`src/rtl/lsu_hs.sv`:
```
// lsu_hs: handshaked load/store unit that builds byte enables and replicated store data, extends load data,
// and stalls the core while the memory grant and response are outstanding.
// Optional build macro LSU_TIMEOUT_EN adds a request/response timeout that aborts with bus_err.
module lsu_hs #(
    parameter int XLEN        = 32,
    parameter int TIMEOUT_CYC = 16
) (
    input  logic            clk,
    input  logic            rst,
    input  logic            req_valid,
    input  logic            req_we,
    input  logic [1:0]      req_size,
    input  logic            req_unsigned,
    input  logic [XLEN-1:0] req_addr,
    input  logic [XLEN-1:0] req_wdata,
    output logic            stall,
    output logic            rsp_valid,
    output logic [XLEN-1:0] rsp_rdata,
    output logic            misalign_err,
    output logic            bus_err,
    output logic            mem_req,
    output logic            mem_we,
    output logic [XLEN-1:0] mem_addr,
    output logic [XLEN/8-1:0] mem_be,
    output logic [XLEN-1:0] mem_wdata,
    input  logic            mem_gnt,
    input  logic            mem_rvalid,
    input  logic [XLEN-1:0] mem_rdata
);
    localparam int NB = XLEN / 8;
    localparam int OB = $clog2(NB);

    typedef enum logic [1:0] {IDLE, REQ, WAIT, DONE} state_t;

    state_t            r_state, w_next;
    logic              r_we, r_uns, r_berr;
    logic [1:0]        r_size;
    logic [OB-1:0]     r_off;
    logic [XLEN-1:0]   r_addr, r_wdata, r_rdata;
    logic [NB-1:0]     r_be;

    logic              w_legal, w_aligned, w_fire, w_abort;
    logic [XLEN-1:0]   w_amask, w_rep, w_sh, w_ext;
    logic signed [XLEN-1:0] w_sx;
    logic [NB-1:0]     w_bm, w_be;
    logic [7:0]        w_sa;

    assign w_legal   = (req_size != 2'b11) || (XLEN == 64);
    assign w_amask   = (XLEN'(1) << req_size) - XLEN'(1);
    assign w_aligned = w_legal && ((req_addr & w_amask) == '0);
    assign w_fire    = (r_state == IDLE) && req_valid && w_aligned;

    assign w_bm  = req_size == 2'd0 ? NB'(1) : req_size == 2'd1 ? NB'(3) : req_size == 2'd2 ? NB'(15) : '1;
    assign w_be  = w_bm << req_addr[OB-1:0];
    assign w_rep = req_size == 2'd0 ? {NB{req_wdata[7:0]}} :
                   req_size == 2'd1 ? {(NB/2){req_wdata[15:0]}} :
                   req_size == 2'd2 ? {(NB/4){req_wdata[31:0]}} : req_wdata;

    // Load lane at the captured offset is moved to bit 0, then zero- or sign-extended by shifting.
    assign w_sh  = mem_rdata >> {r_off, 3'b000};
    assign w_sa  = 8'(XLEN) - (8'd8 << r_size);
    assign w_sx  = $signed(w_sh << w_sa) >>> w_sa;
    assign w_ext = r_uns ? (w_sh & ({XLEN{1'b1}} >> w_sa)) : w_sx;

`ifdef LSU_TIMEOUT_EN
    localparam int CW = $clog2(TIMEOUT_CYC + 1);
    logic [CW-1:0] r_cnt;
    assign w_abort = ((r_state == REQ) || (r_state == WAIT)) && (r_cnt == CW'(TIMEOUT_CYC - 1));
    // Cycles spent in REQ/WAIT for the current transaction.
    always_ff @(posedge clk or negedge rst) begin
        if (!rst) r_cnt <= '0;
        else if (w_fire) r_cnt <= '0;
        else if ((r_state == REQ) || (r_state == WAIT)) r_cnt <= r_cnt + 1'b1;
    end
`else
    assign w_abort = (TIMEOUT_CYC < 0);
`endif

    // State register; reset abandons any in-flight transaction.
    always_ff @(posedge clk or negedge rst) begin
        if (!rst) r_state <= IDLE;
        else r_state <= w_next;
    end

    // Next-state: IDLE -> REQ -> (store) DONE | (load) WAIT -> DONE -> IDLE; timeout forces DONE.
    always_comb begin
        w_next = r_state;
        case (r_state)
            IDLE:    w_next = w_fire ? REQ : IDLE;
            REQ:     w_next = mem_gnt ? (r_we ? DONE : WAIT) : REQ;
            WAIT:    w_next = mem_rvalid ? DONE : WAIT;
            default: w_next = IDLE;
        endcase
        if (w_abort) w_next = DONE;
    end

    // Request capture, memory-side registers and the response data/error.
    always_ff @(posedge clk or negedge rst) begin
        if (!rst) begin
            r_we    <= 1'b0;
            r_uns   <= 1'b0;
            r_size  <= '0;
            r_off   <= '0;
            r_addr  <= '0;
            r_wdata <= '0;
            r_be    <= '0;
            r_rdata <= '0;
            r_berr  <= 1'b0;
        end else if (w_fire) begin
            r_we    <= req_we;
            r_uns   <= req_unsigned;
            r_size  <= req_size;
            r_off   <= req_addr[OB-1:0];
            r_addr  <= {req_addr[XLEN-1:OB], {OB{1'b0}}};
            r_wdata <= w_rep;
            r_be    <= w_be;
            r_rdata <= '0;
            r_berr  <= 1'b0;
        end else if (w_abort) begin
            r_rdata <= '0;
            r_berr  <= 1'b1;
        end else if ((r_state == WAIT) && mem_rvalid) begin
            r_rdata <= w_ext;
        end
    end

    assign stall        = w_fire || (r_state == REQ) || (r_state == WAIT);
    assign misalign_err = (r_state == IDLE) && req_valid && !w_aligned;
    assign rsp_valid    = (r_state == DONE);
    assign rsp_rdata    = (r_state == DONE) ? r_rdata : '0;
    assign bus_err      = (r_state == DONE) && r_berr;
    assign mem_req      = (r_state == REQ);
    assign mem_we       = (r_state == REQ) && r_we;
    assign mem_addr     = r_addr;
    assign mem_be       = r_be;
    assign mem_wdata    = r_wdata;
endmodule

```
`config.mk`:
```
export PLATFORM = sky130hd
export DESIGN_NAME = lsu_hs
export DESIGN_NICKNAME = d
export VERILOG_FILES = /design/src/rtl/lsu_hs.sv
export SDC_FILE = /design/constraint.sdc
export NUM_CORES = 1
export LEC_CHECK = 0
export ABC_AREA = 1
export BUFFER_PORTS_ARGS = -buffer_cell sky130_fd_sc_hd__buf_4
export CORE_ASPECT_RATIO = 1.4
export CORE_UTILIZATION = 45
export DETAILED_ROUTE_END_ITERATION = 8
export GPL_ROUTABILITY_DRIVEN = 1
export PLACE_DENSITY_LB_ADDON = 0.2
export SETUP_SLACK_MARGIN = 0.4
export SLEW_MARGIN = 40
export SYNTH_ARGS = -nofsm -noshare
export SYNTH_HDL_FRONTEND = slang
export SYNTH_SLANG_ARGS = --single-unit
```
`constraint.sdc`:
```
create_clock -name clk -period 2.25 [get_ports clk]
set_input_delay 0.225 -clock clk [delete_from_list [all_inputs] [get_ports clk]]
set_output_delay 0.225 -clock clk [all_outputs]
set_load 0.1 [all_outputs]
```
; Word level (Yosys, flattened, before mapping)
; Cells that the tools add are included.
[totals]
word_cells = 51
ff_bits = 106
out_inout_bits = 106
[op_classes]
eq_ne = 5
bitwise_logic = 2
reduce_logical = 13
n_addsub = 2
n_mux = 13
n_shift = 7
[op_table]
columns = cell, n
row1 = 2-to-1 mux 32 bit, 6
row2 = AND 32 bit, 2
row3 = logical NOT 32 bit, 1
row4 = "<< shifter 1 x 2 -> 32 bit, first input constant", 1
row5 = << shifter 32 x 8 -> 32 bit, 1
row6 = >> shifter 32 x 5 -> 32 bit, 1
row7 = ">> shifter 32 x 8 -> 32 bit, first input constant", 1
row8 = >>> shifter 32 x 8 -> 32 bit, 1
row9 = "subtractor 32 x 2 -> 32 bit, second input constant", 1
row10 = 2-to-1 mux 4 bit, 2
row11 = "<< shifter 4 x 2 -> 8 bit, first input constant", 1
row12 = "subtractor 6 x 8 -> 8 bit, first input constant", 1
row13 = logical AND 1 bit, 6
row14 = case mux 2 bit (3 select lines), 1
row15 = "equality test 2 x 1 -> 1 bit, second input constant", 2
row16 = "equality test 2 bit, second input constant", 2
row17 = logical NOT 2 bit, 2
row18 = << shifter 4 x 2 -> 4 bit, 1
row19 = 2-to-1 mux 1 bit, 3
row20 = logical OR 1 bit, 2
row21 = 2-to-1 mux 2 bit, 1
row22 = "!= test 2 bit, second input constant", 1
row23 = nonzero test 2 bit, 1
row24 = logical NOT 1 bit, 1

; Depth between registers and ports, before layout
; Gate-level depths: netlist (run 1).
[depth]
depth_word = 8
mapped_depth = 17
mapped_depth_nobuf = 16

; Worst setup path after synthesis (run 1)
; OpenSTA, ideal clock, no wires.
[synth_timing]
path_kind = input-to-output
start = input port req_size[1]
end = output port misalign_err
slack_ps = -1472
arrival_ps = 3497
path_buffers = 1
path_stages = 7
cell_sequence = buf_6 -> nor2_1 -> inv_1 -> ha_1 -> o2111ai_1 -> nor2_1 -> a21boi_0
[synth_via]
elab_chain_cells = 7
elab_cells_between_ends = 8
classes_between = add/sub (1) / eq/ne (1) / shift (1) / bitwise (1) / reduce/logical (4)
[synth_rtl]
columns = item, line_no
row1 = "start, declared", 12  ; input logic [1:0] req_size,
row2 = << shifter 1 x 2 -> 32 bit, 49  ; assign w_amask = (XLEN'(1) << req_size) - XLEN'(1);
row3 = subtractor 32 x 2 -> 32 bit, 49
row4 = AND 32 bit, 50  ; assign w_aligned = w_legal && ((req_addr & w_amask) == '0);
row5 = logical NOT 32 bit, 50
row6 = logical AND 1 bit *, 50
row7 = logical NOT 1 bit *, 128  ; assign misalign_err = (r_state == IDLE) && req_valid && !w_aligned;
row8 = logical AND 1 bit *, 128
row9 = "end, declared", 19  ; output logic misalign_err,
; Every way passes the cells marked *; elsewhere a longest branch is shown, timed or not.

; Worst setup path in the final report (run 1)
[layout_timing]
start = register r_size[1]
end = register r_rdata[16]
[layout_via]
elab_chain_cells = 7
elab_cells_between_ends = 9
classes_between = add/sub (1) / shift (4) / mux (3) / bitwise (1)
[layout_rtl]
columns = item, line_no
row1 = "start, declared", 37  ; logic [1:0] r_size;
row2 = "start signal, assigned", 112  ; r_size <= req_size;
row3 = << shifter 4 x 2 -> 8 bit *, 61  ; assign w_sa = 8'(XLEN) - (8'd8 << r_size);
row4 = subtractor 6 x 8 -> 8 bit *, 61
row5 = << shifter 32 x 8 -> 32 bit / >> shifter 32 x 8 -> 32 bit (equally long branches), "62, 63"
row6 = >>> shifter 32 x 8 -> 32 bit / AND 32 bit (equally long branches), "62, 63"
row7 = 2-to-1 mux 32 bit *, 63  ; assign w_ext = r_uns ? (w_sh & ({XLEN{1'b1}} >> w_sa)) : w_sx;
row8 = 2-to-1 mux 32 bit *, 122  ; end else if ((r_state == WAIT) && mem_rvalid) begin
row9 = 2-to-1 mux 32 bit *, 109  ; end else if (w_fire) begin
row10 = "end signal, assigned", 123  ; r_rdata <= w_ext;
row11 = "end, declared", 39  ; logic [XLEN-1:0] r_addr, r_wdata, r_rdata;
; Every way passes the cells marked *; elsewhere a longest branch is shown, timed or not. The select of a mux whose other input is x is not followed.
; A chain may end at the register's enable or synchronous reset.

==> results, run 1 <==
- The detailed placer's ending HPWL is 19590 um.
- Dividing the final minimum period by the clock period gives 0.9822.
- The die extent in y is 153.2 um.
- The clock network latency to the later pin of the worst-skew pair is 0.36 ns.
- The nature of the critical path startpoint is a flip-flop.
- The synthesis-to-finish area growth is 47.66%.
- In the final layout, the share of cells above drive strength 1 is 0.3521.
- Global routing finished with a remaining overflow of 0.
- The count of placed standard cells in the final layout, fillers left out is between 1500 and 2000.
- The antenna diode count is 0.
- The weighted congestion at the end of routability-driven global placement is about 0.96.
- The count of vias placed by the detailed router is 8597.
- The share of Yosys cell area claimed by the top area cell type is 0.3611.
- The TritonCTS clock tree is yes.
- The synthesized netlist occupies a cell area of 7346 um^2.
- The number of H-tree levels is 3.
- After synthesis, the netlist uses 39 different library cells.
- CTS saw around 110 sinks.
- The pre-antenna-repair detailed-routing pass consisted of 5 iterations.
- The number of I/O pins is 211.
- The path type of the worst min-delay path is primary input to flip-flop.
- The total global routing track utilization is 0.3336.
- Synthesis inferred about 110 register bits.
- After layout, the minimum clock period comes to 2.210 ns.
- Setup violations remaining at the end of the flow were counted as 0.
- The final-report max-slew violation count is 0.
- In this run the tightest slew margin relative to its limit is 0.5825.
- The clock transition at the registers of the reported paths is 0.09 ns.
- The initial antenna violation count was 0.
- The DRC violations left is 0.
- The mean area per synthesized cell is approximately 6.5 um^2.
- Of all nets on the critical path, the largest fanout is 6.
- The slew of the pin with the lowest slew margin is 0.6253 ns.
- The initial cell density of the core is 0.4666.
- At the placement stage, the worst setup path has a slack of 0.06856 ns.
- The die is 110.0 um wide.
- The synthesized netlist cell count is 1131.
- The average vias per placed instance is 5.445.
- The final layout net count is 1491.
- After floorplanning, the core was sized to cover 15740 um^2.
- The final setup slack of the worst path is 0.04004 ns.
- Setup repair after global routing could not meet its margin everywhere.
- Max-cap violations in this run came to 0.
- The row count is 54.
- The maximum clock skew at final layout is approximately 0.014 ns.
- The die covers 16850 um^2.
- The layout has 1355 filler cells.
- The sequential cells in the finished layout cover a total of 2656 um^2.
- The flow ran to the end, and the final reports show no timing, DRC or antenna violations.
- The maximum number of buffers from clock root to sink is 2.
- For this block, the routed nets add up to roughly 28000 um of wire.
- After synthesis, the cell types taking the most area are dfrtp_1 36%, nand2_1 24%, nand3_1 10%.
- The number of warning messages in the yosys log is 0.
- STA classifies the critical path endpoint as a flip-flop.
- The first global-routing pass estimated 42150 um of wire.
- The number of CTS-inserted buffers is 9.
- Port buffering added 207 buffers.
- Summing all multi-input logic gate instances after layout gives approximately 4500 um^2.
- The first-iteration detailed-routing DRC count is 485.
- The classification of the worst setup path is flip-flop to flip-flop.
- Of the synthesized area, sequential elements account for 0.3611.
- The required time at the worst-slack endpoint is 2.53 ns.
- At the worst endpoint, the arrival time is ~2.5 ns.
- In the final routed layout, each cell accounts on average for 17.75 um.
- The count of antenna-violating nets left after detailed routing is 0.
- Including well taps, the total number of placed cells is 1510.
- The number of hold violations in the final report was 0.
- The post-synthesis cell type with the largest combined area is dfrtp_1.
- The achievable frequency is about 450 MHz.
- The clock root buffer is clkbuf_16.
- The via count of the first global-routing pass came to 8250.
- The pin count of the biggest net entering global routing is 57.
[cell usage after synthesis]
| master | n |
|---|---|
| a21boi_0 | 1 |
| a21oi_1 | 52 |
| a21oi_2 | 3 |
| a22oi_2 | 1 |
| buf_1 | 5 |
| buf_2 | 26 |
| buf_4 | 14 |
| buf_6 | 13 |
| clkbuf_1 | 14 |
| clkinv_1 | 2 |
| conb_1 | 1 |
| dfrtp_1 | 106 |
| ha_1 | 8 |
| inv_1 | 81 |
| inv_2 | 7 |
| inv_4 | 1 |
| inv_6 | 1 |
| mux2i_1 | 1 |
| nand2_1 | 467 |
| nand2_2 | 6 |
| nand2_4 | 2 |
| nand3_1 | 154 |
| nand3_2 | 4 |
| nand4_1 | 17 |
| nor2_1 | 58 |
| nor2_2 | 3 |
| nor2_4 | 3 |
| nor2_8 | 1 |
| nor3_1 | 1 |
| nor4_1 | 2 |
| o2111ai_1 | 1 |
| o211ai_1 | 1 |
| o21a_1 | 11 |
| o21ai_0 | 55 |
| o21ai_1 | 4 |
| o21ai_2 | 1 |
| o31ai_1 | 1 |
| o31ai_2 | 1 |
| or2_2 | 1 |
[layout make-up]
class / instances / share of cell area
repair buffers: 305 / 0.2505
flip-flops and latches: 106 / 0.2449
clock buffers: 9 / 0.02076
multi-input cells: 864 / 0.4175
inverters: 92 / 0.03530
clock inverters: 7 / 0.008421
well taps: 196 / 0.02261
[layout by cell type (no fill, tap or decap), types with 5 or more instances in the layout]
cell       count
o21ai_0       43
nand2_2       40
clkbuf_16     12
dfrtp_1      103
a21oi_1       40
inv_4          5
inv_2          8
nand4_1       17
buf_6         34
nand3_2       37
nand3_1      118
a21oi_2       15
nand2_8        5
nand2_1      428
buf_12        15
nor2_4        10
buf_4        247
nor2_2        15
nor2_1        39
o21a_1        11
o21ai_2        6
inv_1         73
o21ai_1       11
ha_4           6
[cells by family after synthesis]
kind of cell	count (synthesis)	synth area share
flip-flops	106	0.3611
AO/OA/AOI/OAI	132	0.09930
other	1	0.0005105
AND/OR/NAND/NOR	719	0.4144
buffers and inverters	164	0.1097
adder cells (fa/ha/maj)	8	0.01363
multiplexers	1	0.001363
[path summary, 6_finish.rpt]
check / from / cells past startpoint / slack [ns] / end
max: r_size[1]$_DFFE_PN0N_ / 12 / 0.04 / r_rdata[16]$_DFFE_PN0P_
min: req_addr[21] / 3 / 0.05 / mem_addr[21]$_DFFE_PN0N_
max reg2reg: r_size[1]$_DFFE_PN0N_ / 12 / 0.04 / r_rdata[16]$_DFFE_PN0P_
min reg2reg: r_rdata[29]$_DFFE_PN0P_ / 2 / 0.49 / r_rdata[29]$_DFFE_PN0P_
max in group asynchronous: rst / 3 / 1.26 / r_size[0]$_DFFE_PN0N_
min in group asynchronous: rst / 2 / 0.35 / mem_addr[14]$_DFFE_PN0N_
[worst max-delay path, stage by stage (launching register included)]
cell and delay [ns]:
dfrtp_2 0.46, buf_4 0.17, ha_4 0.17, nor2_4 0.13
buf_6 0.14, nand3_2 0.08, a21oi_2 0.15, nand4_1 0.35
nand3_1 0.18, nand2_1 0.06, nand2_1 0.07, nand2_2 0.09
o21ai_2 0.07
[layer usage]
layer | up-vias | part of all wire | GRT usage
met5 | - | 0 | 0
met2 | 361 | 0.50 | 0.5515
li1 | 4098 | - | -
met1 | 4036 | 0.35 | 0.3759
met3 | 102 | 0.075 | 0.07079
met4 | 0 | 0.072 | 0.2298
[through the flow]
step	instance area (um^2)	TNS (ns)	utilization	hold WS (ns)
floorplan	7506	0	-	-0.07059
global placement	9295	0	0.5904	0.2273
detailed placement	9295	0	0.5904	0.2360
CTS	10430	0	0.6623	0.03793
global route	10850	-0.007180	0.6890	0.04384
finish	10850	0	0.6890	0.05008
[flip-flops by register name (all words and copies together) (netlist names)]
| register | cells |
|---|---|
| r_state | 2 |
| mem_be | 4 |
| mem_wdata | 32 |
| r_uns | 1 |
| r_rdata | 32 |
| r_off | 2 |
| r_size | 2 |
| mem_addr | 30 |
| r_we | 1 |
[what timing repair did]
item | in CTS | in global routing
endpoints found under the hold margin | 36 | 0
setup endpoints to repair | 61 | 62
buffers inserted | 30 | 14
gates cloned | 5 | 3
hold buffers | 1 | 0
resized for setup | 130 | 71
pin swaps | 42 | 33
Power of run 1 is not shown: default switching activity piles up to over one toggle a cycle in this logic, so the estimate is an artifact.
==> run 2, diff against run 1 <==
--- a/config.mk
+++ b/config.mk
@@ -11,7 +11,7 @@
 export CORE_UTILIZATION = 45
 export DETAILED_ROUTE_END_ITERATION = 8
 export GPL_ROUTABILITY_DRIVEN = 1
-export PLACE_DENSITY_LB_ADDON = 0.2
+export PLACE_DENSITY = 0.71
 export SETUP_SLACK_MARGIN = 0.4
 export SLEW_MARGIN = 40
 export SYNTH_ARGS = -nofsm -noshare
==> results, run 2 (synthesis gave the netlist of run 1 again) <==
- The clock sink total is 106.
- The number of cell instances on the worst register-to-register path is 12.
- The die width is 110.0 um.
- The via count of the first global-routing pass is 8338.
- By startpoint and endpoint, the worst setup path is classified as flip-flop to flip-flop.
- The final total negative setup slack is 0 ns.
- The critical path launch point is r_size[0]$_DFFE_PN0N_.
- The largest fanout on the critical path is 12.
- The peak-usage layer in the global routing report is met2.
- The signal on the critical path passes through buf_4, ha_4, nand2_2, inv_2, buf_6, buf_12, a21oi_4, nand3_1, nand3_1, a21oi_1, buf_4, o21ai_1.
- The die extent in y is 153.2 um.
- The maximum clock skew at final layout is 0.01396 ns.
- The average vias per placed instance is 5.399.
- In the final routed layout, each cell accounts on average for about 18 um.
- Routability-driven placement finished with a final weighted congestion of 1.060.
- The DRC violations left is 0.
- The path type of the worst min-delay path is primary input to flip-flop.
- The area inside the core boundary is 15740 um^2.
- The type of destination of the critical path is a flip-flop.
- The delay of the slowest cell on the worst path is around 0.44 ns.
- For this run, global-route usage on met2 was measured as 0.5884.
- The count of antenna-violating nets left after detailed routing is 0.
- The iteration count of the initial detailed-routing pass is 5.
- For this run, global-route usage on met1 was measured as 0.3694.
- The aggregate routed wire length is 28620 um.
- The worst pin sits at a relative slew slack of 0.5725.
- The achievable frequency is 479.6 MHz.
- 0 antenna diodes ended up in the layout.
- After clock tree synthesis, the clock-pin slew on the worst setup and hold paths is 0.09 ns.
- For this design the top-level I/O count stands at 211.
- Relative to the synthesized area, the layout overhead comes to 43.55%.
- The flow ran to the end, and the final reports show no timing, DRC or antenna violations.
- The slowest stage of the critical path belongs to the cell dfrtp_2.
- The overflow left after global routing is 0.
- The worst path arrival time is 2.37 ns.
- For the pin with the worst max-slew slack, the measured transition is between 0.6 and 0.7 ns.
- The die covers ~17000 um^2.
- During placement, the flow inserted port buffers numbering 207.
- In the final layout, the share of cells above drive strength 1 is 0.3151.
- Across every metal layer, demand over resource in global routing totals 0.3458.
- The HPWL after detailed placement is 21220 um.
- The endpoint identified for the worst register-to-register timing path is r_rdata[0]$_DFFE_PN0P_.
- The library cells used most frequently in the layout, excluding fill and tap cells, are 439 x nand2_1, 247 x buf_4, 134 x nand3_1.
- The clock root buffer is clkbuf_16.
- Setup repair after global routing could not meet its margin everywhere.
- The initial cell density of the core is 0.4666.
- The required time at the worst-slack endpoint is 2.54 ns.
- The minimum clock period is about 2.1 ns.
- The clock passes through at most 2 buffers.
- The final layout net count is approximately 1500.
- The total of endpoints with negative setup slack in the final report is 0.
- The share of the clock period used by the worst path after layout is 0.9267.
- The TritonCTS clock tree is yes.
- The met3 routing resource usage after global routing is 0.08273.
- The first-pass GRT wire length is 43660 um.
- In this run the critical register-to-register path is launched from r_size[0]$_DFFE_PN0N_.
- The filler cell count is about 1400.
- The count of vias placed by the detailed router is roughly 8500.
- The number of hold violations in the final report came to 0.
- The setup slack of the most critical reg-to-reg path is ~0.16 ns.
- The clock network latency to the later pin of the worst-skew pair is 0.36 ns.
- The pin count of the biggest net entering global routing is 51.
- In this run the worst setup path terminates at r_rdata[0]$_DFFE_PN0P_.
- Max-cap violations in this run came to 0.
- The number of CTS-inserted buffers is 9.
- The final-report max-slew violation count came to 0.
- The nature of the critical path startpoint is a flip-flop.
- The number of H-tree levels is 3.
- The first-iteration detailed-routing DRC count is 416.
- The smallest hold slack is 0.05468 ns.
- The number of cells on the worst hold path is 3.
- The floorplan has between 50 and 60 rows.
- The leading cell type in the layout, fill and taps excluded is nand2_1.
- The initial antenna violation count is 0.
[run 2: cell types whose count changed in the layout (fill, tap and decap cells not counted), moves of 11 or more]
cell     before  now
nand3_1     118  134
nand3_2      37   19
nand2_2      40   26
nand2_1     428  439
nor2_1       39   51
nor2_2       15    2
[run 2: metal layers]
layer | up-vias | routed length (um)
li1 | 4072 | -
met1 | 3945 | 10250
met2 | 343 | 14280
met3 | 100 | 2068
met4 | 0 | 2016
met5 | - | 0
[run 2: what timing repair did]
action                                 in CTS  in global routing
gates cloned                                3                  1
pin swaps                                  26                 26
endpoints found under the hold margin      31                  0
gates resized for setup                    81                 72
hold buffers                                1                  0
buffers inserted                           15                  6
setup endpoints to repair                  58                 66
[run 2: layout make-up]
cell class,instances,area [um^2],share of cell area
multi-input combinational,863,4404,0.4177
tap,196,245.2,0.02326
inverter,92,374.1,0.03548
clock buffer,9,225.2,0.02136
timing repair buffer,294,2554,0.2422
clock inverter,7,85.08,0.008068
sequential,106,2658,0.2520
[run 2: how the worst min path moves through the flow]
stage	start	endpoint	slack (ns)
after floorplan	rst	mem_addr[10]$_DFFE_PN0N_	-0.07
after global placement	rst	mem_wdata[11]$_DFFE_PN0N_	0.20
after detailed placement	rst	mem_wdata[11]$_DFFE_PN0N_	0.20
after CTS	req_addr[17]	mem_addr[17]$_DFFE_PN0N_	0.05
after global routing	req_addr[25]	mem_addr[25]$_DFFE_PN0N_	0.06
final	req_addr[13]	mem_addr[13]$_DFFE_PN0N_	0.05
[run 2: stage by stage]
step,worst slack (ns),cells,util,cell area (um^2)
detailed placement,0.09408,1525,0.5968,9395
global route,0.03335,1567,0.6698,10550
global placement,0.07640,1525,0.5968,9395
floorplan,0.03614,1133,-,7506
finish,0.1649,1567,0.6698,10550
CTS,0.2156,1560,0.6490,10220
[run 2: worst max-delay path: cells and delay by family, from the launching register on]
family | cells | cell delay (ns)
buffers and inverters | 5 | 0.65
DFF | 1 | 0.44
AOI/OAI and AO/OA | 3 | 0.37
and+or+nand+nor | 3 | 0.37
adders and majority gates | 1 | 0.18
Power of run 2 is left out for the same reason.
==> run 3, diff against run 2 <==
--- a/config.mk
+++ b/config.mk
@@ -7,11 +7,11 @@
 export LEC_CHECK = 0
 export ABC_AREA = 1
 export BUFFER_PORTS_ARGS = -buffer_cell sky130_fd_sc_hd__buf_4
-export CORE_ASPECT_RATIO = 1.4
+export CAP_MARGIN = 10
 export CORE_UTILIZATION = 45
 export DETAILED_ROUTE_END_ITERATION = 8
 export GPL_ROUTABILITY_DRIVEN = 1
-export PLACE_DENSITY = 0.71
+export PLACE_DENSITY = 0.73
 export SETUP_SLACK_MARGIN = 0.4
 export SLEW_MARGIN = 40
 export SYNTH_ARGS = -nofsm -noshare
==> results, run 3 (synthesis gave the netlist of run 1 again) <==
- The flow ran to the end, and the final reports show no timing, DRC or antenna violations.
- For the worst setup path, the data required time is 2.55 ns.
- The library cell used most frequently in the layout, excluding fill and tap cells, is nand2_1.
- The final layout contains 1462 nets.
- The count of vias placed by the detailed router is 8236.
- The critical path is of the flip-flop to flip-flop type.
- Port buffering added between 200 and 250 buffers.
- In the global route stage, overall resource usage came out at 0.2951.
- The number of CTS-inserted buffers is 9.
- After global routing the overflow that remains totals 0.
- The path type of the worst min-delay path is primary input to flip-flop.
- The worst path arrival time is between 2 and 2.5 ns.
- Of the cells placed in the final design, the portion with a size suffix greater than 1 is 0.2939.
- The final-report max-slew violation count is 0.
- After detailed routing, the number of remaining DRC violations is 0.
- Before antenna repair, the detailed router went through 5 iterations.
- The largest fanout on the critical path is 6.
- During I/O placement, the number of pins put on the boundary was 211.
- The first-iteration detailed-routing DRC count is 528.
- The initial utilization of the core area, before any placement, comes to 0.4624.
- The tool flagged a number of max-cap violations equal to 0.
- The type of destination of the critical path is a flip-flop.
- Dividing the final minimum period by the clock period gives 0.8792.
- Setup violations remaining at the end of the flow were counted as 0.
- The via count of the first global-routing pass was 8064.
- The top cell types in the final layout, fill and taps aside, are 454 x nand2_1, 248 x buf_4, 134 x nand3_1.
- The slew of the pin with the lowest slew margin is a little under 0.7 ns.
- 0 antenna diodes ended up in the layout.
- The area growth from synthesis to layout is 38.80%.
- The aggregate routed wire length is 24110 um.
- Summed over all failing endpoints, the final setup total negative slack is 0 ns.
- After detailed routing, the average wire length per cell comes to roughly 15 um.
- The worst setup path is launched from a flip-flop.
- The count of antenna-violating nets left after detailed routing is 0.
- The headroom to the max-slew limit is 0.5459.
- Clock-pin slew was measured on the worst setup and hold paths at roughly 0.08 ns.
- The clock sink total is 106.
- After floorplanning, the core was divided into 46 placement rows.
- The initial antenna violation count is 0.
- Summed over all nets, the half-perimeter wirelength after detailed placement is 18000 um.
- The clock root buffer is clkbuf_16.
- From bottom edge to top edge, the die measures 129.8 um.
- The maximum number of buffers from clock root to sink is 2.
- The first-pass GRT wire length is 38470 um.
- The floorplan step defined a die boundary enclosing 16840 um^2.
- The weighted congestion at the end of routability-driven global placement is 0.9360.
- The pin count of the biggest net entering global routing is 63.
- Clock skew on the completed layout was measured at 0.01218 ns.
- The die width is 129.8 um.
- Static timing analysis puts the maximum clock frequency at around 510 MHz.
- CTS built an H-tree with a depth of 3.
- The worst path needs just under 2 ns of the cycle, external delays included.
- The TritonCTS clock tree is yes.
- The area inside the core boundary is 15890 um^2.
- The average vias per placed instance is between 5 and 6.
- Setup repair after global routing could not meet its margin everywhere.
- The filler cell count is between 1500 and 2000.
- The number of hold violations in the final report is 0.
- The clock network latency to the later pin of the worst-skew pair is 0.36 ns.
[run 3: cell types whose count changed in the layout (fill, tap and decap cells not counted), moves of 4 or more]
cell and delta:
nand2_2 -11, clkinv_8 -4, a21oi_1 +7, buf_6 -16, nand2_1 +15, a21oi_2 -5
[run 3: worst paths after layout]
kind / from / endpoint / slack (ns) / cells after the start
setup / recovery: r_size[0]$_DFFE_PN0N_ / r_rdata[7]$_DFFE_PN0P_ / 0.27 / 14
hold / removal: req_addr[9] / mem_addr[9]$_DFFE_PN0N_ / 0.05 / 3
setup reg to reg: r_size[0]$_DFFE_PN0N_ / r_rdata[7]$_DFFE_PN0P_ / 0.27 / 14
hold reg to reg: mem_wdata[7]$_DFFE_PN0N_ / mem_wdata[7]$_DFFE_PN0N_ / 0.48 / 2
max in group asynchronous: rst / r_rdata[10]$_DFFE_PN0P_ / 1.19 / 3
min in group asynchronous: rst / r_rdata[20]$_DFFE_PN0P_ / 0.43 / 2
[run 3: per-layer routing]
| layer | vias to the layer above | track usage | routed length (um) |
|---|---|---|---|
| met5 | - | 0 | 0 |
| met4 | 0 | 0.1717 | 1170 |
| met3 | 81 | 0.06150 | 1494 |
| met2 | 319 | 0.5149 | 12180 |
| met1 | 3808 | 0.3346 | 9267 |
| li1 | 4028 | - | - |
[run 3: through the flow]
stage          std cells  cell area, um^2  utilization  hold WS, ns  setup slack [ns]
2_1_floorplan       1133             7506            -     -0.07059           0.03614
3_3_place_gp        1533             9330       0.5874       0.3210            0.2123
3_5_place_dp        1533             9330       0.5874       0.3222            0.1388
4_1_cts             1565             9981       0.6283      0.04823            0.2929
5_1_grt             1570            10200       0.6419      0.05879            0.1340
6_report            1570            10200       0.6419      0.05317            0.2718
[run 3: worst max-delay path: stages (launching register included)]
cell,delay (ns)
dfrtp_2,0.44
inv_2,0.09
ha_4,0.19
nand2_4,0.07
inv_4,0.08
nor2_4,0.07
buf_12,0.13
nor2_4,0.16
buf_4,0.15
nand2_1,0.07
a21oi_1,0.20
nand2_1,0.08
nand2_1,0.06
nand2_1,0.07
nand2_1,0.06
[run 3: cell type report]
class | instances | area [um^2] | share of cell area
Multi-Input combinational cell | 863 | 4279 | 0.4197
Sequential cell | 106 | 2655 | 0.2604
Timing Repair Buffer | 277 | 2318 | 0.2274
Inverter | 92 | 366.6 | 0.03596
Tap cell | 216 | 270.3 | 0.02651
Clock buffer | 9 | 225.2 | 0.02209
Clock inverter | 7 | 81.33 | 0.007976
[run 3: timing repair]
item | CTS | global route
gates cloned | 4 | 0
setup buffers | 11 | 5
resized for setup | 40 | 63
endpoints found under the setup margin | 34 | 35
pin swaps | 17 | 32
hold buffers | 1 | 0
endpoints found under the hold margin | 45 | 0
Power of run 3 is left out for the same reason.
